$ cat src/rtl/i2s_audio_out.sv
// rtl/i2s_audio_out.sv - I2S (Philips) stereo serializer with one-entry pending sample buffer
module i2s_audio_out #(
  parameter int SAMPLE_WIDTH = 24,
  parameter int SLOT_BITS    = 32,
  parameter int BCLK_DIV     = 4
) (
  input  logic                    sCLK_XVXENVS,
  input  logic                    reset_reg,
  input  logic [SAMPLE_WIDTH-1:0] lsound_in,
  input  logic [SAMPLE_WIDTH-1:0] rsound_in,
  input  logic                    sample_valid,
  input  logic                    mute,
  input  logic                    flags_clr,
  output logic                    i2s_bclk,
  output logic                    i2s_lrclk,
  output logic                    i2s_data,
  output logic                    frame_start,
  output logic                    underrun,
  output logic                    overrun
);

  localparam int FRAME_BITS = 2 * SLOT_BITS;
  localparam int DW = $clog2(BCLK_DIV);
  localparam int PW = $clog2(FRAME_BITS);
  localparam int IW = (SAMPLE_WIDTH > 1) ? $clog2(SAMPLE_WIDTH) : 1;
  localparam logic [DW-1:0] D_LAST = DW'(BCLK_DIV - 1);
  localparam logic [PW-1:0] P_LAST = PW'(FRAME_BITS - 1);
  localparam logic [PW-1:0] P_SLOT = PW'(SLOT_BITS);

  logic [DW-1:0]           d;
  logic [PW-1:0]           p;
  logic [SAMPLE_WIDTH-1:0] l_frame, r_frame;
  logic [SAMPLE_WIDTH-1:0] l_pend, r_pend;
  logic                    pend_full;

  logic                    bit_tick, load;
  logic [PW-1:0]           p_next, q;
  logic                    right;
  logic [IW-1:0]           idx;
  logic                    data_next;
  logic                    set_underrun, set_overrun;

  always_comb begin
    bit_tick  = (d == D_LAST) && i2s_bclk;
    load      = bit_tick && (p == P_LAST);
    p_next    = (p == P_LAST) ? '0 : p + 1'b1;
    right     = (p_next >= P_SLOT);
    q         = right ? (p_next - P_SLOT) : p_next;
    idx       = IW'(SAMPLE_WIDTH - int'(q));
    data_next = 1'b0;
    // Position q of a slot carries bit [SAMPLE_WIDTH-q]; q == 0 is the one-BCLK I2S delay slot.
    if ((q != '0) && (int'(q) <= SAMPLE_WIDTH)) begin
      data_next = right ? r_frame[idx] : l_frame[idx];
    end else if ((q == '0) && (SAMPLE_WIDTH == SLOT_BITS)) begin
      data_next = right ? l_frame[0] : r_frame[0];
    end
    set_underrun = load && !pend_full && !sample_valid && !mute;
    set_overrun  = sample_valid && pend_full && !load;
  end

  always_ff @(posedge sCLK_XVXENVS) begin
    if (reset_reg) begin
      d           <= '0;
      p           <= P_LAST;
      i2s_bclk    <= 1'b0;
      i2s_lrclk   <= 1'b1;
      i2s_data    <= 1'b0;
      frame_start <= 1'b0;
      underrun    <= 1'b0;
      overrun     <= 1'b0;
      l_frame     <= '0;
      r_frame     <= '0;
      l_pend      <= '0;
      r_pend      <= '0;
      pend_full   <= 1'b0;
    end else begin
      if (d == D_LAST) begin
        d        <= '0;
        i2s_bclk <= !i2s_bclk;
      end else begin
        d <= d + 1'b1;
      end

      if (bit_tick) begin
        p         <= p_next;
        i2s_lrclk <= right;
        i2s_data  <= data_next;
      end

      frame_start <= load;
      underrun    <= set_underrun || (underrun && !flags_clr);
      overrun     <= set_overrun  || (overrun  && !flags_clr);

      if (load) begin
        if (mute) begin
          l_frame <= '0;
          r_frame <= '0;
        end else if (pend_full) begin
          l_frame <= l_pend;
          r_frame <= r_pend;
        end else if (sample_valid) begin
          l_frame <= lsound_in;
          r_frame <= rsound_in;
        end else begin
          l_frame <= '0;
          r_frame <= '0;
        end
        // A strobe that meets a full buffer at load refills it; otherwise the buffer drains.
        if (pend_full && sample_valid) begin
          l_pend <= lsound_in;
          r_pend <= rsound_in;
        end else begin
          pend_full <= 1'b0;
        end
      end else if (sample_valid) begin
        l_pend    <= lsound_in;
        r_pend    <= rsound_in;
        pend_full <= 1'b1;
      end
    end
  end

endmodule
$ cat config.mk
export PLATFORM = sky130hd
export DESIGN_NAME = i2s_audio_out
export DESIGN_NICKNAME = d
export VERILOG_FILES = /design/src/rtl/i2s_audio_out.sv
export SDC_FILE = /design/constraint.sdc
export NUM_CORES = 1
export LEC_CHECK = 0
export ABC_AREA = 0
export BUFFER_PORTS_ARGS = -buffer_cell sky130_fd_sc_hd__buf_2
export CAP_MARGIN = 10
export CELL_PAD_IN_SITES_DETAIL_PLACEMENT = 1
export CELL_PAD_IN_SITES_GLOBAL_PLACEMENT = 1
export CORE_AREA = 4 4 116 118
export CTS_CLUSTER_SIZE = 25
export DETAILED_ROUTE_END_ITERATION = 6
export DIE_AREA = 0 0 120 122
export PLACE_DENSITY_LB_ADDON = 0.1
export SYNTH_ARGS = -nofsm -noshare
export SYNTH_HDL_FRONTEND = slang
export SYNTH_SLANG_ARGS = --single-unit
$ cat constraint.sdc
create_clock -name sCLK_XVXENVS -period 3.3 [get_ports sCLK_XVXENVS]
set_input_delay 0.495 -clock sCLK_XVXENVS [delete_from_list [all_inputs] [get_ports sCLK_XVXENVS]]
set_output_delay 0.495 -clock sCLK_XVXENVS [all_outputs]
set_load 0.03 [all_outputs]
## Word-level counts from Yosys, hierarchy flattened

Cells that the tools add are included.

| cells by class | value |
|---|---|
| $add $sub $neg | 4 |
| order comparisons | 3 |
| eq/ne operators | 4 |
| muxes and demuxes | 23 |
| reduce and logical (&&, ||, !) cells | 23 |

Operators with widths:

| kind | number |
|---|---|
| 24-bit 2-to-1 mux | 12 |
| 6-bit 2-to-1 mux | 2 |
| 1-bit binary-select mux with 5-bit select | 2 |
| 1-bit logical AND | 10 |
| 1-bit 2-to-1 mux | 7 |
| 6-bit by 1-bit adder with 6-bit output (second input constant) | 1 |
| 6-bit equality test (second input constant) | 1 |
| 6-bit greater-or-equal comparator (second input constant) | 1 |
| 6-bit by 5-bit less-or-equal comparator with 1-bit output (second input constant) | 1 |
| 1-bit logical NOT | 6 |
| 5-bit by 6-bit < comparator with 1-bit output (second input constant) | 1 |
| 6-bit nonzero test | 1 |
| 6-bit subtractor (second input constant) | 1 |
| 5-bit subtractor (first input constant) | 1 |
| 2-bit AND reduction | 2 |
| 2-bit by 1-bit adder with 2-bit output (second input constant) | 1 |
| 2-bit equality test (second input constant) | 1 |
| 1-bit logical OR | 2 |
| 2-bit by 1-bit != test with 1-bit output (second input constant) | 1 |
| 2-bit != test (second input constant) | 1 |
| 2-bit nonzero test | 1 |
| 2-bit OR reduction | 1 |

| storage, ports and cells | value |
|---|---|
| register bits | 111 |
| bits of input ports | 53 |
| output and inout port bits | 6 |
| word-level logic and storage cells | 70 |

## Logic depth before layout (Yosys ltp)

| logic depth | value |
|---|---|
| depth after elaboration | 9 |
| gate-level depth with buffers | 9 |
| gate-level depth less buffers | 7 |

## Least setup slack after synthesis

No wires, ideal clock.

| timing | value |
|---|---|
| path kind | register to register |
| from | register p[1] |
| to | register i2s_data |
| library setup time | 0.092 ns |
| arrival time | 2.392 ns |
| data required time | 3.208 ns |
| setup slack | 0.816 ns |
| cell stages (with the launch flop) | 9 |
| buffers on the path | 1 |
| clock period less this slack | 2.484 ns |
| path through | dfxtp_1 > ha_1 > and3_1 > buf_6 > a21oi_4 > mux2_4 > or4_1 > a311o_1 > o32ai_1 |

| on the way | value |
|---|---|
| word-level cells in the longest chain between the ends | 9 |
| elaborated cells on any way between the ends | 16 |
| classes of those cells | add/sub (3); order compare (2); eq/ne (1); mux (8); reduce/logical (2) |

Ends and longest elaborated chain:

| what | RTL line | source |
|---|---|---|
| from (decl) | 31 | `logic [PW-1:0] p;` |
| from (signal assigned) | 85 | `p <= p_next;` |
| 6-bit by 1-bit adder with 6-bit output / 6-bit equality test (equally long branches) | 46 | `p_next = (p == P_LAST) ? '0 : p + 1'b1;` |
| 6-bit 2-to-1 mux * | 46 |  |
| 6-bit subtractor / 6-bit greater-or-equal comparator (equally long branches) | 48, 47 |  |
| 6-bit 2-to-1 mux | 48 | `q = right ? (p_next - P_SLOT) : p_next;` |
| 5-bit subtractor | 49 | `idx = IW'(SAMPLE_WIDTH - int'(q));` |
| 1-bit binary-select mux with 5-bit select | 53 | `data_next = right ? r_frame[idx] : l_frame[idx];` |
| 1-bit 2-to-1 mux (implied by the code) | 53 |  |
| 1-bit 2-to-1 mux | 53 |  |
| 1-bit 2-to-1 mux * | 52 | `if ((q != '0) && (int'(q) <= SAMPLE_WIDTH)) begin` |
| to (signal assigned) | 87 | `i2s_data <= data_next;` |
| to (decl) | 16 | `output logic i2s_data,` |

Mark *: on every way between the ends. The rest lies on a longest branch, timed or not. The select of a mux whose other input is x is not followed.
A chain may end at the register's enable or synchronous reset.

## Worst setup path in the final report

| timing | value |
|---|---|
| from | register p[2] |
| to | register i2s_data |

Same word-level chain as after synthesis.

==> results.md <==
* Area Growth Syn to Fin at 12.5%
* Number of setup buffers added after CTS at 0
* Post-route DRC violation count at 0
* Fraction of layout cells with a size suffix above 1 at 0.135
* Die span in y at 122 um
* Cell Rows at 41
* Leading cell type in the layout, fill and taps excluded: nand2_1
* Number of top-level pins at between 50 and 60
* Sequential share of the synthesized area at 0.426
* Transition at the pin with the smallest max-transition slack at ~680 ps
* Hold Crit Endpoint: l_pend[13]$_SDFFE_PP0P_
* Count of instances resized after the clock tree is built at 0
* Biggest cell delay along the critical path at between 700 and 800 ps
* # Max-Cap Violations at 0
* Worst-path fanout max at 20
* Initial antenna violation count at 0
* Achievable Freq at between 300 and 400 MHz
* Pwr Total at approximately 2.8 mW
* Final count of hold timing violations at 0
* Outcome: complete, no violations
* Number of warnings printed during yosys synthesis at 0
* Cell-by-cell trace of the critical path: nand3_1, o21ai_1, mux4_2, o221a_2, o21ai_0, o32ai_1
* Cell area after technology mapping at roughly 5200 um2
* Pre-antenna DRT Iters at 4
* Setup_tns at 0 ps
* Clock tree skew after final layout at between 7 and 8 ps
* Critical register-to-register path startpoint: p[2]$_SDFFE_PP1P_
* Number of CTS-inserted buffers at 9
* Slowest cell on crit path: dfxtp_1
* Combined global-route utilization of all metal layers at 0.214
* Share of the clock period used by the worst path at 0.853
* Detailed placer's ending HPWL at 10.4 mm
* Die width at 120 um
* Post-Route WL at between 15 and 20 mm
* Post-Syn Area per Cell at approximately 7.4 um2
* Placer congestion estimate at just under 0.9
* Final-report setup violation count at 0
* Commonest non-fill, non-tap cells in the layout: nand2_1, a21oi_1, dfxtp_1
* Req. time, crit path at between 3000 and 4000 ps
* Depth of the worst register-to-register path at 6
* Hold Crit Start: lsound_in[13]
* Slew HR at 0.547
* Flip-flop and latch count after synthesis at approximately 110
* Class of the most critical setup path: flop to flop
* CTS root buffer: clkbuf_16
* Power Dens Cells at around 470 nW/um2
* Kind of start point of the critical path: flop
* Main synth FF type: dfxtp_1
* Family with the most delay on the worst path: compound AO/OA/AOI/OAI gates
* Setup repair after global routing missed its margin: false
* Reg-to-reg critical path endpoint: i2s_data$_SDFFE_PP0P_
* Worst Path Arrival at 3040 ps
* Post-layout utilization of the core at 0.471
* Quantity of hold-fixing buffers added after cts at 0
* Worst IR Drop VDD at between 0.3 and 0.4 mV
* Initial core utilization at 0.418
* WP buf/inv at 0
* Global-route wire length before repair at between 20 and 25 mm
* Number of cells on the worst hold path at 3
* Pin count of the biggest net entering global routing at 62
* Static Leak at between 2 and 2.5 nW
* Floorplan die area at roughly 15,000 um2
* Clk pin slew, worst setup/hold paths at approximately 70 ps
* Via count of the first global-routing pass at around 5.0k
* CTS tree: yes
* Count of different cell masters after synthesis at 58
* Net count reported at finish at around 780
* Critical path endpoint category: flop
* Remaining antenna violation count at 0
* Number of flops mapped to enable cells by yosys at 0
* Total global routing overflow at 0
* WL per Instance at roughly 17 um
* Worst-case register-to-register setup slack at between 400 and 500 ps
* Worst Hold Class: input port to flop
* Total core area at 12,500 um2
* H-tree Lvls at 3
* Max clock buf depth at 2
* Post-synthesis async set-or-reset flop share at 0
* CTS sink cnt at 111
* Avg Vias per Cell at approximately 5.4
* Number of vias in the routed layout at about 4.9k
* Number of pins with negative max-slew slack in the final report at 0
* Clock period minus worst slack at around 2800 ps
* Starting DRT DRC Count at 258
* Clock latency reported for the late side of the worst-skew pair at roughly 360 ps
* Cells after synthesis at roughly 700
* Synthesized Nets at between 700 and 800
* IO Port Bufs at 58
* Antenna diode count at 0
cells by family after synthesis:
group,Yosys count,synth area share
AND/OR/NAND/NOR,317,0.251
AO/OA/AOI/OAI,187,0.197
flip-flops,111,0.426
buffers and inverters,62,0.0525
multiplexers,19,0.0583
XOR/XNOR,6,0.0101
adder cells (fa/ha/maj),2,0.00480
worst reg2reg max path, stage by stage (launching register included):
cell and delay, ps:
dfxtp_1 760, nand3_1 190, o21ai_1 530, mux4_2 590, o221a_2 270, o21ai_0 200
o32ai_1 130
how the worst max path moves through the flow:
stage	startpoint	to	slack, ps	cells past startpoint
floorplan	p[1]$_SDFFE_PP1P_	i2s_data$_SDFFE_PP0P_	820	8
global placement	p[2]$_SDFFE_PP1P_	i2s_data$_SDFFE_PP0P_	670	6
detailed placement	p[2]$_SDFFE_PP1P_	i2s_data$_SDFFE_PP0P_	570	6
CTS	p[2]$_SDFFE_PP1P_	i2s_data$_SDFFE_PP0P_	460	6
global route	p[2]$_SDFFE_PP1P_	i2s_data$_SDFFE_PP0P_	280	6
finish	p[2]$_SDFFE_PP1P_	i2s_data$_SDFFE_PP0P_	480	6
layer usage:
layer / wire [um] / global-route usage / part of all wire
met4: 284 / 0.0744 / 0.019
met3: 449 / 0.0427 / 0.030
met5: 0 / 0 / 0
met2: 7360 / 0.367 / 0.49
met1: 6940 / 0.269 / 0.46
cell type report:
cell class / count / area [um2]
clock inverter: 3 / 25.0
fill: 1595 / 6600
multi-input combinational: 531 / 2740
sequential: 111 / 2230
clock buffer: 13 / 270
inverter: 4 / 15.0
timing repair buffer: 70 / 380
tap: 172 / 215
per-stage QoR:
step	hold WS (ps)	cell area, um2	instances	setup slack, ps
after floorplan	404	5220	704	816
after CTS	370	5870	904	457
after global routing	381	5870	904	279
final	380	5870	904	485
after detailed placement	423	5570	888	568
after global placement	413	5570	888	667
synth_stat cells (3+ instances only):
| cell type | n | share of area |
|---|---|---|
| nand2_1 | 196 | 0.14 |
| a21oi_1 | 113 | 0.11 |
| dfxtp_1 | 111 | 0.43 |
| nor2_1 | 81 | 0.058 |
| o21ai_0 | 46 | 0.044 |
| clkbuf_1 | 45 | 0.032 |
| nor3_1 | 10 | 0.0096 |
| mux2i_1 | 9 | 0.017 |
| mux4_1 | 5 | 0.025 |
| and3b_1 | 4 | 0.0067 |
| buf_2 | 4 | 0.0038 |
| inv_1 | 4 | 0.0029 |
| a31oi_1 | 3 | 0.0036 |
| and2_1 | 3 | 0.0036 |
| buf_1 | 3 | 0.0022 |
| buf_4 | 3 | 0.0043 |
| nand3_1 | 3 | 0.0029 |
| o21bai_1 | 3 | 0.0043 |
| xnor2_1 | 3 | 0.0050 |
| xor2_1 | 3 | 0.0050 |
state kept, by name (all words and copies together) (netlist names):
name,flops
r_frame,24
p,6
i2s_bclk,1
r_pend,24
i2s_lrclk,1
pend_full,1
underrun,1
frame_start,1
overrun,1
i2s_data,1
l_frame,24
d,2
l_pend,24
power breakdown:
part | internal [mW] | switching, mW
sequential | 1.38 | 0.0311
clock | 0.581 | 0.508
combinational | 0.0907 | 0.167
total | 2.05 | 0.706
Note: power is estimated with default switching activity, not from simulation.
